### config.mk
export PLATFORM = sky130hd
export DESIGN_NAME = aes_rx_block_packer
export DESIGN_NICKNAME = d
export VERILOG_FILES = /design/src/rtl/aes_rx_block_packer.sv
export SDC_FILE = /design/constraint.sdc
export NUM_CORES = 1
export LEC_CHECK = 0
export ABC_CLOCK_PERIOD_IN_PS = 5100
export CAP_MARGIN = 20
export CORE_MARGIN = 2
export CORE_UTILIZATION = 35
export CTS_BUF_LIST = sky130_fd_sc_hd__clkbuf_4
export DETAILED_ROUTE_END_ITERATION = 16
export HOLD_SLACK_MARGIN = 0.02
export REMOVE_ABC_BUFFERS = 1
export SYNTH_ARGS = -nofsm -noshare
export SYNTH_HDL_FRONTEND = slang
export SYNTH_SLANG_ARGS = --single-unit
### constraint.sdc
create_clock -name clk -period 5.1 [get_ports clk]
set_input_delay 0.765 -clock clk [delete_from_list [all_inputs] [get_ports clk]]
set_output_delay 0.765 -clock clk [all_outputs]
set_load 0.005 [all_outputs]
### src/rtl/aes_rx_block_packer.sv
`default_nettype none
// ============================================================================
// Module  : aes_rx_block_packer
// Brief   : Splits a 32-bit MAC receive stream into a 160-bit IP header and
//           128-bit AES payload blocks with valid/ready and end-of-packet flags.
// Revision: 1.0 - initial release
// ============================================================================
module aes_rx_block_packer #(
    parameter int MAC_STREAM_WIDTH  = 32,
    parameter int AES_DATA_WIDTH    = 128,
    parameter int IP_HEADER_WIDTH   = 160,
    parameter int WORD_COUNTER_SIZE = 8
) (
    input  logic                         clk,
    input  logic                         rst,
    input  logic [MAC_STREAM_WIDTH-1:0]  in_data,
    input  logic                         in_valid,
    output logic                         in_ready,
    input  logic                         in_sop,
    input  logic                         in_eop,
    input  logic [1:0]                   in_empty,
    output logic [IP_HEADER_WIDTH-1:0]   hdr_data,
    output logic                         hdr_valid,
    output logic [AES_DATA_WIDTH-1:0]    out_data,
    output logic                         out_valid,
    input  logic                         out_ready,
    output logic                         out_last,
    output logic [4:0]                   out_bytes,
    output logic [WORD_COUNTER_SIZE-1:0] word_cnt,
    output logic                         err_short
);

    localparam int c_W = MAC_STREAM_WIDTH;

    typedef enum logic [1:0] {
        ST_IDLE    = 2'd0,
        ST_HEADER  = 2'd1,
        ST_PAYLOAD = 2'd2
    } state_t;

    state_t                       state_q, state_d;
    logic [IP_HEADER_WIDTH-1:0]   hdr_buf_q, hdr_buf_d;
    logic [IP_HEADER_WIDTH-1:0]   hdr_data_q, hdr_data_d;
    logic                         hdr_valid_q, hdr_valid_d;
    logic                         err_short_q, err_short_d;
    logic [AES_DATA_WIDTH-1:0]    blk_q, blk_d;
    logic [1:0]                   lane_q, lane_d;
    logic [AES_DATA_WIDTH-1:0]    out_data_q, out_data_d;
    logic                         out_valid_q, out_valid_d;
    logic                         out_last_q, out_last_d;
    logic [4:0]                   out_bytes_q, out_bytes_d;
    logic [WORD_COUNTER_SIZE-1:0] word_cnt_q, word_cnt_d;
    logic                         rdy_en_q, rdy_en_d;

    logic                         w_hold;
    logic                         w_accept;
    logic [c_W-1:0]               w_mask;
    logic [c_W-1:0]               w_word;
    logic [AES_DATA_WIDTH-1:0]    w_blk;
    logic [2:0]                   w_lanes;
    logic [WORD_COUNTER_SIZE-1:0] w_cnt_inc;
    int                           w_hdr_lo;
    int                           w_lane_lo;

    // Input stalls only while a finished block waits for the consumer.
    assign w_hold    = out_valid_q && !out_ready;
    assign in_ready  = rdy_en_q && !rst && !w_hold;
    assign w_accept  = in_valid && in_ready;
    assign w_mask    = {c_W{1'b1}} << {in_empty, 3'b000};
    assign w_word    = in_eop ? (in_data & w_mask) : in_data;
    assign w_lanes   = {1'b0, lane_q} + 3'd1;
    assign w_cnt_inc = (&word_cnt_q) ? word_cnt_q : word_cnt_q + 1'b1;
    assign w_hdr_lo  = IP_HEADER_WIDTH - c_W * (int'(word_cnt_q) + 1);
    assign w_lane_lo = AES_DATA_WIDTH - c_W * (int'(lane_q) + 1);

    always_comb begin
        w_blk                       = blk_q;
        w_blk[w_lane_lo +: c_W]     = w_word;
    end

    always_comb begin
        state_d     = state_q;
        hdr_buf_d   = hdr_buf_q;
        hdr_data_d  = hdr_data_q;
        hdr_valid_d = 1'b0;
        err_short_d = 1'b0;
        blk_d       = blk_q;
        lane_d      = lane_q;
        word_cnt_d  = word_cnt_q;
        out_data_d  = out_data_q;
        out_valid_d = out_valid_q && !out_ready;
        out_last_d  = out_last_q;
        out_bytes_d = out_bytes_q;
        rdy_en_d    = 1'b1;

        if (w_accept) begin
            if (in_sop) begin
                // A sop always restarts; an open packet is abandoned.
                err_short_d = (state_q != ST_IDLE) || in_eop;
                hdr_buf_d[IP_HEADER_WIDTH-1 -: c_W] = in_data;
                word_cnt_d  = WORD_COUNTER_SIZE'(1);
                blk_d       = '0;
                lane_d      = 2'd0;
                state_d     = in_eop ? ST_IDLE : ST_HEADER;
            end else begin
                case (state_q)
                    ST_HEADER: begin
                        word_cnt_d = w_cnt_inc;
                        hdr_buf_d[w_hdr_lo +: c_W] = in_data;
                        if (word_cnt_q == WORD_COUNTER_SIZE'(4)) begin
                            hdr_data_d  = {hdr_buf_q[IP_HEADER_WIDTH-1:c_W], in_data};
                            hdr_valid_d = 1'b1;
                            state_d     = in_eop ? ST_IDLE : ST_PAYLOAD;
                        end else if (in_eop) begin
                            err_short_d = 1'b1;
                            state_d     = ST_IDLE;
                        end
                    end
                    ST_PAYLOAD: begin
                        word_cnt_d = w_cnt_inc;
                        if (lane_q == 2'd3 || in_eop) begin
                            out_data_d  = w_blk;
                            out_valid_d = 1'b1;
                            out_last_d  = in_eop;
                            out_bytes_d = in_eop ? ({w_lanes, 2'b00} - {3'b000, in_empty}) : 5'd16;
                            blk_d       = '0;
                            lane_d      = 2'd0;
                            if (in_eop) begin
                                state_d = ST_IDLE;
                            end
                        end else begin
                            blk_d  = w_blk;
                            lane_d = lane_q + 2'd1;
                        end
                    end
                    default: begin
                        state_d = ST_IDLE;
                    end
                endcase
            end
        end
    end

    always_ff @(posedge clk) begin
        if (rst) begin
            state_q     <= ST_IDLE;
            hdr_buf_q   <= '0;
            hdr_data_q  <= '0;
            hdr_valid_q <= 1'b0;
            err_short_q <= 1'b0;
            blk_q       <= '0;
            lane_q      <= 2'd0;
            out_data_q  <= '0;
            out_valid_q <= 1'b0;
            out_last_q  <= 1'b0;
            out_bytes_q <= 5'd0;
            word_cnt_q  <= '0;
            rdy_en_q    <= 1'b0;
        end else begin
            state_q     <= state_d;
            hdr_buf_q   <= hdr_buf_d;
            hdr_data_q  <= hdr_data_d;
            hdr_valid_q <= hdr_valid_d;
            err_short_q <= err_short_d;
            blk_q       <= blk_d;
            lane_q      <= lane_d;
            out_data_q  <= out_data_d;
            out_valid_q <= out_valid_d;
            out_last_q  <= out_last_d;
            out_bytes_q <= out_bytes_d;
            word_cnt_q  <= word_cnt_d;
            rdy_en_q    <= rdy_en_d;
        end
    end

    assign hdr_data  = hdr_data_q;
    assign hdr_valid = hdr_valid_q;
    assign out_data  = out_data_q;
    assign out_valid = out_valid_q;
    assign out_last  = out_last_q;
    assign out_bytes = out_bytes_q;
    assign word_cnt  = word_cnt_q;
    assign err_short = err_short_q;

endmodule
`default_nettype wire

; ---- Word-level counts from Yosys, hierarchy flattened
; Index checks and enable logic that the tools add are counted.
[totals]
reg_bits = 598
inputBits = 40
out_inout_bits = 306
elab_cells = 95
[classes]
n_addsub = 10
eq_ne = 6
n_shift = 5
mux = 32
bitwise = 4
reduce_logical = 24
[op_table]
columns = cell, count
row1 = two-way mux 128 bit, 3
row2 = bitwise mux 160 bit, 1
row3 = two-way mux 160 bit, 1
row4 = variable shift 32 x 33 -> 160 bit (first input constant), 1
row5 = variable part select 32 x 33 -> 160 bit, 1
row6 = bitwise mux 128 bit, 1
row7 = variable shift 32 x 33 -> 128 bit (first input constant), 1
row8 = variable part select 32 x 33 -> 128 bit, 1
row9 = two-way mux 32 bit, 2
row10 = negator 15 -> 33 bit, 1
row11 = negator 9 -> 33 bit, 1
row12 = AND 32 bit, 1
row13 = left shift 32 x 5 -> 32 bit (first input constant), 1
row14 = two-way mux 8 bit, 3
row15 = two-way mux 2 bit, 8
row16 = subtractor 8 x 14 -> 15 bit (first input constant), 1
row17 = two-way mux 1 bit, 11
row18 = adder 8 x 1 -> 9 bit (second input constant), 1
row19 = subtractor 8 x 8 -> 9 bit (first input constant), 1
row20 = adder 8 x 1 -> 8 bit (second input constant), 1
row21 = == test 8 x 3 -> 1 bit (second input constant), 1
row22 = AND reduction 4 bit, 2
row23 = AND reduction 8 bit, 1
row24 = nonzero test 2 bit, 4
row25 = other kinds (17), 31

; ---- Depth between registers and ports, before layout
; Gate-level depths: netlist (run 1).
[depth]
ltp_word = 8
ltp_mapped = 17
depth_no_buf = 14

; ---- Worst setup path before layout (run 1)
; OpenSTA, ideal clock, no wires.
[synth_path]
kind = reg2reg
start = register word_cnt_q[1], in the netlist word_cnt[1]
end = register hdr_buf_q[128]
setup_time_ns = 0.121
t_arrival_ns = 3.451
required_time_ns = 4.979
slack_ns = 1.527
path_stages_with_launch = 17
n_path_buf = 2
period_less_slack_ns = 3.573
path_cell_list = dfxtp_1 ha_1 buf_2 xor2_1 ha_1 nor2_1 nand3_1 nor3_4 nand4_1 ha_1 and4b_1 nand4_1 nor4_1 nand2_1 o21ai_2 buf_6 mux2_4
[synth_between]
elab_chain_len = 7
elab_cells_between_ends = 8
cone_classes = add/sub (3) / shift (2) / mux (3)
[synth_rtl]
columns = element, line_no
row1 = start: declaration, 52  ; logic [WORD_COUNTER_SIZE-1:0] word_cnt_q, word_cnt_d;
row2 = start signal: assignment, 171  ; word_cnt_q <= word_cnt_d;
row3 = adder 8 x 1 -> 9 bit *, 73  ; assign w_hdr_lo = IP_HEADER_WIDTH - c_W * (int'(word_cnt_q) + 1);
row4 = subtractor 8 x 14 -> 15 bit *, 73
row5 = negator 15 -> 33 bit *, 109  ; hdr_buf_d[w_hdr_lo +: c_W] = in_data;
row6 = variable part select 32 x 33 -> 160 bit / variable shift 32 x 33 -> 160 bit (equally long branches), 109
row7 = bitwise mux 160 bit *, 109
row8 = two-way mux 160 bit *, 106  ; case (state_q)
row9 = two-way mux 32 bit *, 97  ; if (in_sop) begin
row10 = end signal: assignment, 161  ; hdr_buf_q <= hdr_buf_d;
row11 = end: declaration, 42  ; logic [IP_HEADER_WIDTH-1:0] hdr_buf_q, hdr_buf_d;
; Mark *: on every way between the ends. The rest lies on a longest branch, timed or not. The select of a mux whose other input is x is not followed.
; A chain may end at the register's enable or synchronous reset.

; ---- Final worst setup path (run 1)
[layout_path]
start = register word_cnt_q[0], in the netlist word_cnt[0]
end = register hdr_buf_q[88]
[layout_between]
elab_chain_len = 5
elab_cells_between_ends = 6
cone_classes = add/sub (3) / shift (2) / mux (1)
[layout_rtl]
columns = element, line_no
row1 = adder 8 x 1 -> 9 bit *, 73
row2 = subtractor 8 x 14 -> 15 bit *, 73
row3 = negator 15 -> 33 bit *, 109
row4 = variable part select 32 x 33 -> 160 bit / variable shift 32 x 33 -> 160 bit (equally long branches), 109
row5 = bitwise mux 160 bit *, 109
; Mark *: on every way between the ends. The rest lies on a longest branch, timed or not.

==> metrics.txt, run 1 <==
status=finished, final reports clean; Worst Hold Slack=between 0.2 and 0.25 ns; Worst Skew=a little under 0.07 ns; sequential-to-total area share from yosys stat=52.0%; Synth area leaders=dfxtp_1 (52%), nand2_1 (10%), nor2_1 (6.5%); R2R Setup Slk=0.58 ns; RSZ-0062 raised after global routing=no; Yosys top cell area share=52.0%; Max Fclk=221 MHz; WP data arrival=5.30 ns; grt met2 use=33.5%; vias in the first global route=approximately 19,000; Crit. End Element=flop; final wirelength=68.8 mm; met1 GRT Util=26.9%; YS warnings=0; Power Dens Cells=316 mW/mm2; maxcap violations=0; hold worst-path end=hdr_data[95]$_SDFFE_PP0P_; die area=0.0643 mm2; GR peak layer=met2; Die Ht=254 um; first-pass GRT wire length=between 100 and 150 mm; Overall Power=8.76 mW; Reg clk slew, reported paths=0.07 ns; Cell Area, Synth=around 0.022 mm2; total track usage=between 20% and 30%; TritonCTS Buffers=between 150 and 200; grt met3 use=5.31%; VDD IR max=about 0.16 mV; number of library cell types mapped by synthesis=50; Clk Latency, worst-skew pair=0.97 ns; worst hold path type=input pin to flop; Synth Area per Inst=a little over 8 um2; crit-path max FO=22; Worst Tran Pin Value=0.974 ns; Clock Path Buffers=3; I/O pin cnt=346; Synth area leader=dfxtp_1; Initial Util=roughly 35%; clock root buffer=clkbuf_4; initial antenna violation count=4; clock sinks=566; ANT nets after route=0; Tcrit/Tclk final=88.7%; total iterations of the first detailed-routing run=8; Required @ worst endpoint=5.88 ns; Synth Register Bits=566; initial DRC count=1,422; Hold Startpoint=rst; Post-Syn Instances=2,681; Die Width=about 250 um; DRC viols=0; EDFF count, synth=0; RR Startpoint=word_cnt[0]$_SDFFE_PP0P_; final core utilization=a little under half; WS Path Type=flop to flop; grt total ovfl=0; final hold viol count=0; post-synthesis async set-or-reset flop share=0%; Final HPWL DP=between 40 and 50 mm; floorplan row count=a little over 90; Core ar.=0.0616 mm2; Tmin final=4.52 ns; wire per inst=around 18 um; TritonCTS clock tree=built; vias=just under 20,000; share of layout cells above drive strength 1=10.4%; Max transition margin=35.0%; Setup crit start kind=flop; Top FF cell, synth=dfxtp_1; worst reg2reg path depth=15; # nets final=3,058; pin count of the biggest net entering global routing=87; endpoints failing setup=0; Max Slew Vio Count=0; RePlAce Congestion=0.788; Area Overhead vs Synth=27.2%; CTS hold repair buffers=0; # port buffers=345; Hold Path Stages=2; Post-CTS Setup Inserts=0; Leakage Power=around 9.6 nW; number of fill cells=a little over 6,000; H-tree depth=4; CTS resizes=0; via-per-instance ratio=~5; r2r endpoint=hdr_buf_q[88]$_SDFFE_PP0P_
-- power by group --
group | switching [mW] | total, mW | internal, mW
clock network | 1.88 | 4.06 | 2.18
registers | 0.00587 | 4.44 | 4.43
logic | 0.189 | 0.261 | 0.0719
total | 2.08 | 8.76 | 6.68
-- flip-flops by register name (all words and copies together), names as in the netlist --
name	flops
blk_q	128
hdr_valid	1
word_cnt	8
lane_q	2
out_bytes	5
rdy_en_q	1
hdr_data	160
out_last	1
out_data	128
out_valid	1
state_q	2
err_short	1
hdr_buf_q	128
-- per-layer routing --
metal,up-vias,routed length (um)
met1,9329,30300
met4,6,1850
met3,119,4230
li1,9592,-
met2,601,32400
met5,-,34
-- how the worst max path moves through the flow --
stage / startpoint / endpoint / cells after the start
CTS: word_cnt[0]$_SDFFE_PP0P_ / hdr_buf_q[58]$_SDFFE_PP0P_ / 15
detailed placement: word_cnt[0]$_SDFFE_PP0P_ / hdr_buf_q[58]$_SDFFE_PP0P_ / 15
finish: word_cnt[0]$_SDFFE_PP0P_ / hdr_buf_q[88]$_SDFFE_PP0P_ / 15
global route: word_cnt[0]$_SDFFE_PP0P_ / hdr_buf_q[44]$_SDFFE_PP0P_ / 15
global placement: word_cnt[0]$_SDFFE_PP0P_ / hdr_buf_q[92]$_SDFFE_PP0P_ / 15
floorplan: rst / hdr_data[0]$_SDFFE_PP0P_ / 7
-- synthesized netlist by cell type (3+ instances only) --
cell type,n
o2bb2ai_1,25
and4_1,5
o22ai_1,72
nor3_1,103
buf_2,27
nor4_1,3
nand2b_1,3
a22oi_1,130
inv_1,107
or3_1,4
clkbuf_1,175
and3_1,4
ha_1,17
nand3b_1,3
nor2b_1,34
mux2_4,30
nand3_1,14
o21ai_0,64
xnor2_1,4
inv_2,3
a22o_1,8
dfxtp_1,566
nand2_1,579
nand4_1,4
nor2_1,377
mux2i_1,34
xor2_1,8
a21oi_1,241
buf_6,7
-- logic make-up (layout without fill, tap and decap cells) --
group           after synthesis  after routing  synth area share [%]
other cells                   0              1                     0
compound gates              554            554                  15.4
flops                       566            566                  52.0
fa+ha+maj                    17             17                 0.976
buf+inv                     325            736                  6.04
xor+xnor                     13             13                 0.557
mux                          66             66                  3.73
simple gates               1140           1140                  21.3
-- stage by stage --
step           area (um2)  std cells  TNS [ns]  worst slack, ns
3_3_place_gp        25800       3679         0            0.990
6_report            27700       3930         0            0.576
3_5_place_dp        25800       3681         0            0.683
2_1_floorplan       20900       2466   -528.32            -2.03
4_1_cts             27700       3927         0            0.679
5_1_grt             27700       3930         0            0.285
-- worst max-delay path: stages, from the launching register on --
cell and delay, ns:
dfxtp_1 0.58, inv_1 0.20, ha_1 0.49, ha_1 0.30
nor2_1 0.11, nand3_1 0.15, nor3_4 0.36, nand4_1 0.18
ha_1 0.30, and4b_1 0.24, nand4_1 0.16, nor2_1 0.20
and4_2 0.53, buf_12 0.26, mux2i_1 0.22, nor2_1 0.06
-- final cells by class --
cell class	instances	area, um2	area share (%)
inverter	110	415	1.50
clock buffer	214	1610	5.79
multi-input combinational	1790	9210	33.2
sequential	566	11300	40.9
antenna	1	2.50	0.00903
tap	837	1050	3.78
timing repair buffer	380	3810	13.7
clock inverter	32	298	1.07
-- cell usage in the layout (no fill, tap or decap), types with 8 or more instances in the layout --
| cell | Yosys | layout |
|---|---|---|
| a21oi_1 | 241 | 241 |
| a22o_1 | 8 | 8 |
| a22oi_1 | 130 | 130 |
| buf_4 | 2 | 26 |
| clkbuf_4 | 0 | 214 |
| clkdlybuf4s50_1 | 0 | 344 |
| clkinv_1 | 0 | 11 |
| dfxtp_1 | 566 | 566 |
| ha_1 | 17 | 15 |
| inv_1 | 107 | 107 |
| mux2_4 | 30 | 30 |
| mux2i_1 | 34 | 34 |
| nand2_1 | 579 | 579 |
| nand3_1 | 14 | 12 |
| nor2_1 | 377 | 376 |
| nor2b_1 | 34 | 34 |
| nor3_1 | 103 | 103 |
| o21ai_0 | 64 | 64 |
| o22ai_1 | 72 | 72 |
| o2bb2ai_1 | 25 | 25 |
| xor2_1 | 8 | 8 |
No activity file was read; power rests on OpenSTA's default activity.
==> run 2: changes to the inputs <==
- CTS_BUF_LIST: sky130_fd_sc_hd__clkbuf_4 -> sky130_fd_sc_hd__clkbuf_16
==> run 2 against run 1 <==
Combinational power barely moved; register-to-register slack improved by 0.04 ns; count of clock-buffer cells in the layout fell by 154; utilization barely moved; sequential share of layout area barely moved; power rose by 2.3%; clock power rose by 5%; cell count fell by 3.5%; first-iteration DRC count rose by 6.8%; sequential power barely moved; worst hold slack improved by 0.23 ns.
==> metrics.txt, run 2 (synthesis results as in run 1) <==
status=finished, final reports clean; final hold viol count=0 (unchanged); RePlAce Congestion=0.788 (unchanged); TritonCTS Buffers=59 (-61%); final wirelength=67.7 mm (-1.6%); Required @ worst endpoint=5.56 ns (-0.32 ns); Critical-path top delay cell=dfxtp_1; I/O pin cnt=346 (unchanged); Reg clk slew, reported paths=0.07 ns (about the same); CTS resizes=0 (unchanged); grt total ovfl=0 (unchanged); Tcrit/Tclk final=88.0% (-0.75 points); floorplan row count=91 (unchanged); RSZ-0062 raised after global routing=no; Worst Skew=0.0261 ns (-0.0432 ns); CP peak stage delay=0.57 ns (about the same); Die Width=254 um (unchanged); Tmin final=4.49 ns (-0.0380 ns); VDD IR max=0.259 mV (+62%); initial DRC count=1,518 (+6.8%); first-pass GRT wire length=104 mm (-1.7%); Max Fclk=223 MHz (+0.85%); Power Dens Cells=323 mW/mm2 (+2.3%); Initial Util=35.4% (unchanged); via-per-instance ratio=5.02 (+0.36%); share of layout cells above drive strength 1=5.82% (-4.6 points); Leakage Power=9.45 nW (-1.6%); die area=0.0643 mm2 (unchanged); Clock Path Buffers=3 (unchanged); endpoints failing setup=0 (unchanged); # nets final=2,964 (-3.1%); pin count of the biggest net entering global routing=87 (unchanged); Top Layer Used=met5; final core utilization=45.0% (about the same); Worst Tran Pin Value=0.975 ns (+0.00102 ns); WS Path Type=flop to flop; Max Slew Vio Count=0 (unchanged); Clk Latency, worst-skew pair=0.62 ns (-0.35 ns); WP data arrival=4.95 ns (-0.35 ns); worst hold path type=flop to flop; maxcap violations=0 (unchanged); met3 WL post-DR=3.63 mm (-14%); ant diodes=0 (-1); CTS hold repair buffers=0 (unchanged); Crit. End Element=flop; Setup crit start kind=flop; vias=19,020 (-3.2%); crit path cell chain=inv_1, ha_1, ha_1, nor2_1, nand3_1, nor3_4, nand4_1, ha_1, and4b_1, nand4_1, nor2_1, and4_2, buf_12, mux2i_1, nor2_1; TritonCTS clock tree=built; H-tree depth=2 (-2); Metal-1 WL=30.5 mm (+0.71%); ANT nets after route=0 (unchanged); total track usage=20.3% (-0.61 points); initial antenna violation count=2 (-2); wire per inst=17.9 um (+2.0%); clock root buffer=clkbuf_16; commonest non-fill, non-tap cell in the layout=nand2_1; most frequent cells in the layout=nand2_1 (579), dfxtp_1 (566), nor2_1 (376); number of fill cells=5,984 (-1.4%); Post-CTS Setup Inserts=0 (unchanged); pre-CTS WS=0.683 ns (unchanged); vias in the first global route=18,042 (-4.2%); max reg flops=160 (unchanged); Final WS setup=0.614 ns (+0.0380 ns); clock sinks=566 (unchanged); WL met2=31.3 mm (-3.3%); Core ar.=0.0616 mm2 (unchanged); Max transition margin=35.0% (-0.068 points); Final HPWL DP=44.1 mm (unchanged); DRC viols=0 (unchanged); total iterations of the first detailed-routing run=7 (-1); Area Overhead vs Synth=27.1% (about the same); Die Ht=254 um (unchanged); # port buffers=345 (unchanged); crit-path max FO=22 (unchanged)
run 2: cell types whose count changed in the layout (fill, tap and decap cells not counted), sizes merged:
cell	change
clkinv	+7
bufinv	+1
diode	-1
clkinvlp	-3
inv	+11
clkbuf	-154
run 2: path summary, 6_finish.rpt:
check	startpoint	endpoint	slack (ns)	cells past startpoint
worst min-delay path	hdr_buf_q[156]$_SDFFE_PP0P_	hdr_data[156]$_SDFFE_PP0P_	0.45	2
worst max register to register	word_cnt[0]$_SDFFE_PP0P_	hdr_buf_q[91]$_SDFFE_PP0P_	0.61	15
worst min register to register	hdr_buf_q[156]$_SDFFE_PP0P_	hdr_data[156]$_SDFFE_PP0P_	0.45	2
worst max-delay path	word_cnt[0]$_SDFFE_PP0P_	hdr_buf_q[91]$_SDFFE_PP0P_	0.61	15
run 2: area by class of cell:
class | count | area [um2] | area share (%)
flip-flops and latches | 566 | 11300 | 40.9
multi-input cells | 1790 | 9210 | 33.2
repair buffers | 380 | 3810 | 13.8
clock buffers | 60 | 1500 | 5.42
well taps | 837 | 1050 | 3.78
inverters | 110 | 415 | 1.50
clock inverters | 48 | 390 | 1.41
run 2: critical path: cells and delay by family (launching register included):
| kind | cells | cell delay (ns) |
|---|---|---|
| fa+ha+maj | 3 | 1.09 |
| buf+inv | 2 | 0.45 |
| flops | 1 | 0.57 |
| mux | 1 | 0.23 |
| simple gates | 9 | 1.94 |
run 2: per-layer routing:
layer / GRT usage (%) / up-vias
met1: 27.3 / 9080
met4: 7.10 / 4
li1: - / 9334
met5: 0 / -
met3: 3.69 / 122
met2: 32.8 / 480
run 2: stage by stage:
step / instances / power, mW / setup TNS, ns / hold WS, ns / instance area [um2]
final: 3791 / 8.95 / 0 / 0.449 / 27700
after global routing: 3791 / 9.24 / 0 / 0.460 / 27700
after CTS: 3789 / 9.05 / 0 / 0.442 / 27700
after detailed placement: 3681 / 4.80 / 0 / 0.440 / 25800
after global placement: 3679 / 4.79 / 0 / 0.436 / 25800
after floorplan: 2466 / 4.61 / -528.32 / 0.421 / 20900
run 2: power by group:
group	switching (mW)	internal, mW
Sequential	0.00581	4.43
Combinational	0.188	0.0719
Clock	1.83	2.43
==> run 3: changes to the inputs <==
- HOLD_SLACK_MARGIN: 0.02 -> 0.15
- SLEW_MARGIN: not set -> 20
==> run 3 against run 2 <==
Setup slack gained 0.0068 ns; wire length is 0.49% lower; worst hold slack got worse by 0.00094 ns; count of clock-buffer cells in the layout decreased by 1; sequential power about the same; largest cell class unchanged; critical path depth unchanged; register-to-register slack about the same; global-route usage is 0.086 points lower.
==> metrics.txt, run 3 (synthesis results as in run 1) <==
status=finished, final reports clean; TritonCTS Buffers=58 (-1.7%); ANT nets after route=0 (unchanged); Worst Hold Slack=0.448 ns (-0.000939 ns); vias in the first global route=18,150 (+0.60%); Core ar.=0.0616 mm2 (unchanged); share of layout cells above drive strength 1=5.63% (-0.19 points); R2R Setup Slk=0.62 ns (about the same); Initial Util=35.4% (unchanged); Required @ worst endpoint=5.64 ns (+0.08 ns); die area=0.0643 mm2 (unchanged); CP endpoint=hdr_buf_q[58]$_SDFFE_PP0P_; most frequent cells in the layout=nand2_1 (579), dfxtp_1 (566), nor2_1 (376); Critical-path top delay cell=and3_2; Tmin final=4.48 ns (-0.00676 ns); ant diodes=0 (unchanged); H-tree depth=2 (unchanged); WS Path Type=flop to flop; initial antenna violation count=2 (unchanged); CP delay by family, top=simple AND/OR/NAND/NOR gates; setup TNS=0 ns (unchanged); Max Fclk=223 MHz (+0.15%); clock sinks=566 (unchanged); Power Dens Cells=317 mW/mm2 (-2.0%); crit path cell chain=inv_1, ha_1, ha_1, nor2_1, nand3_1, nor3_4, nand4_1, ha_1, and4b_1, nand4_1, nor3_1, and3_2, buf_4, nand2_1, o21ai_0; TritonCTS clock tree=built; pin count of the biggest net entering global routing=87 (unchanged); Clock Path Buffers=3 (unchanged); wire per inst=17.8 um (-0.36%); WP data arrival=5.02 ns (+0.07 ns); grt total ovfl=0 (unchanged); final hold viol count=0 (unchanged); Max transition margin=32.5% (-2.4 points); Reg clk slew, reported paths=0.07 ns (about the same); Clk Latency, worst-skew pair=0.62 ns (about the same); worst hold path type=flop to flop; DRC viols=0 (unchanged); final wirelength=67.4 mm (-0.49%); Tcrit/Tclk final=87.8% (-0.13 points); RePlAce Congestion=0.788 (unchanged); total track usage=20.3% (-0.086 points); RSZ-0062 raised after global routing=no; Setup crit start kind=flop; non-filler cells, final=3,786 (-0.13%); # nets final=2,960 (-0.13%); CP peak stage delay=0.63 ns (+0.06 ns); I/O pin cnt=346 (unchanged); clock root buffer=clkbuf_16; r2r endpoint=hdr_buf_q[58]$_SDFFE_PP0P_; Post-CTS Setup Inserts=0 (unchanged); Worst Tran Pin Value=1.00 ns (+0.0290 ns); Die Width=254 um (unchanged); maxcap violations=0 (unchanged); Leakage Power=9.39 nW (-0.57%); first-pass GRT wire length=104 mm (about the same); DP Cell Count=3,680 (-0.027%); endpoints failing setup=0 (unchanged); total iterations of the first detailed-routing run=6 (-1); Stages on worst setup path=15 (unchanged); max reg flops=160 (unchanged); floorplan row count=91 (unchanged); Crit. Startpoint=word_cnt[0]$_SDFFE_PP0P_; RR Startpoint=word_cnt[0]$_SDFFE_PP0P_; vias=19,087 (+0.35%); CTS resizes=0 (unchanged); crit-path max FO=40 (+82%); VDD IR max=0.231 mV (-11%); via-per-instance ratio=5.04 (+0.48%); CTS hold repair buffers=0 (unchanged); Area Overhead vs Synth=26.5%; Die Ht=254 um (unchanged); Max Slew Vio Count=0 (unchanged); Critical path buffers and inverters=2 (unchanged); commonest non-fill, non-tap cell in the layout=nand2_1; # port buffers=345 (unchanged); worst reg2reg path depth=15 (unchanged); Final HPWL DP=44.1 mm (about the same); Worst path most repeated cell=ha_1; Crit. End Element=flop; initial DRC count=1,490 (-1.8%); Worst Skew=0.0193 ns (-0.00681 ns)
[run 3: report_power, final]
group          total, mW  internal [mW]  leakage (nW)  switching, mW
sequential          4.44           4.43          4.56        0.00594
clock               4.04           2.24         0.930           1.80
combinational      0.261         0.0723          3.90          0.188
total               8.74           6.74          9.39           1.99
[run 3: tightest hold or removal path: cells and delay by family, from the launching register on]
family / cells / cell delay, ns
DFF: 1 / 0.31
AOI/OAI and AO/OA: 1 / 0.05
and+or+nand+nor: 1 / 0.05
[run 3: per-layer routing]
metal	GRT usage, %	routed length, um
met1	27.1	30200
met2	33.0	31600
met3	3.58	3700
met4	6.59	1820
met5	0	28
[run 3: final cells by class]
cell class	count	area [um2]
Sequential cell	566	11300
Multi-Input combinational cell	1790	9220
Timing Repair Buffer	377	3780
Fill cell	6080	34000
Tap cell	837	1050
Clock inverter	47	312
Inverter	110	415
Clock buffer	59	1480
[run 3: how the worst min path moves through the flow]
stage | from | end | slack (ns) | cells past startpoint
6_report | hdr_buf_q[68]$_SDFFE_PP0P_ | hdr_data[68]$_SDFFE_PP0P_ | 0.45 | 2
5_1_grt | hdr_buf_q[37]$_SDFFE_PP0P_ | hdr_data[37]$_SDFFE_PP0P_ | 0.47 | 2
4_1_cts | hdr_buf_q[131]$_SDFFE_PP0P_ | hdr_data[131]$_SDFFE_PP0P_ | 0.45 | 2
3_5_place_dp | hdr_buf_q[137]$_SDFFE_PP0P_ | hdr_data[137]$_SDFFE_PP0P_ | 0.44 | 2
3_3_place_gp | hdr_buf_q[136]$_SDFFE_PP0P_ | hdr_data[136]$_SDFFE_PP0P_ | 0.44 | 2
2_1_floorplan | hdr_buf_q[128]$_SDFFE_PP0P_ | hdr_data[128]$_SDFFE_PP0P_ | 0.42 | 2
[run 3: metrics by stage]
stage                     total power [mW]  setup WS (ns)  utilization, %  area (um2)
after floorplan                       4.61          -2.03               -       20900
after global placement                4.79          0.990            41.8       25800
after detailed placement              4.80          0.693            41.9       25800
after CTS                             8.84          0.637            44.8       27600
after global routing                  9.03          0.246            44.8       27600
final                                 8.74          0.621            44.8       27600
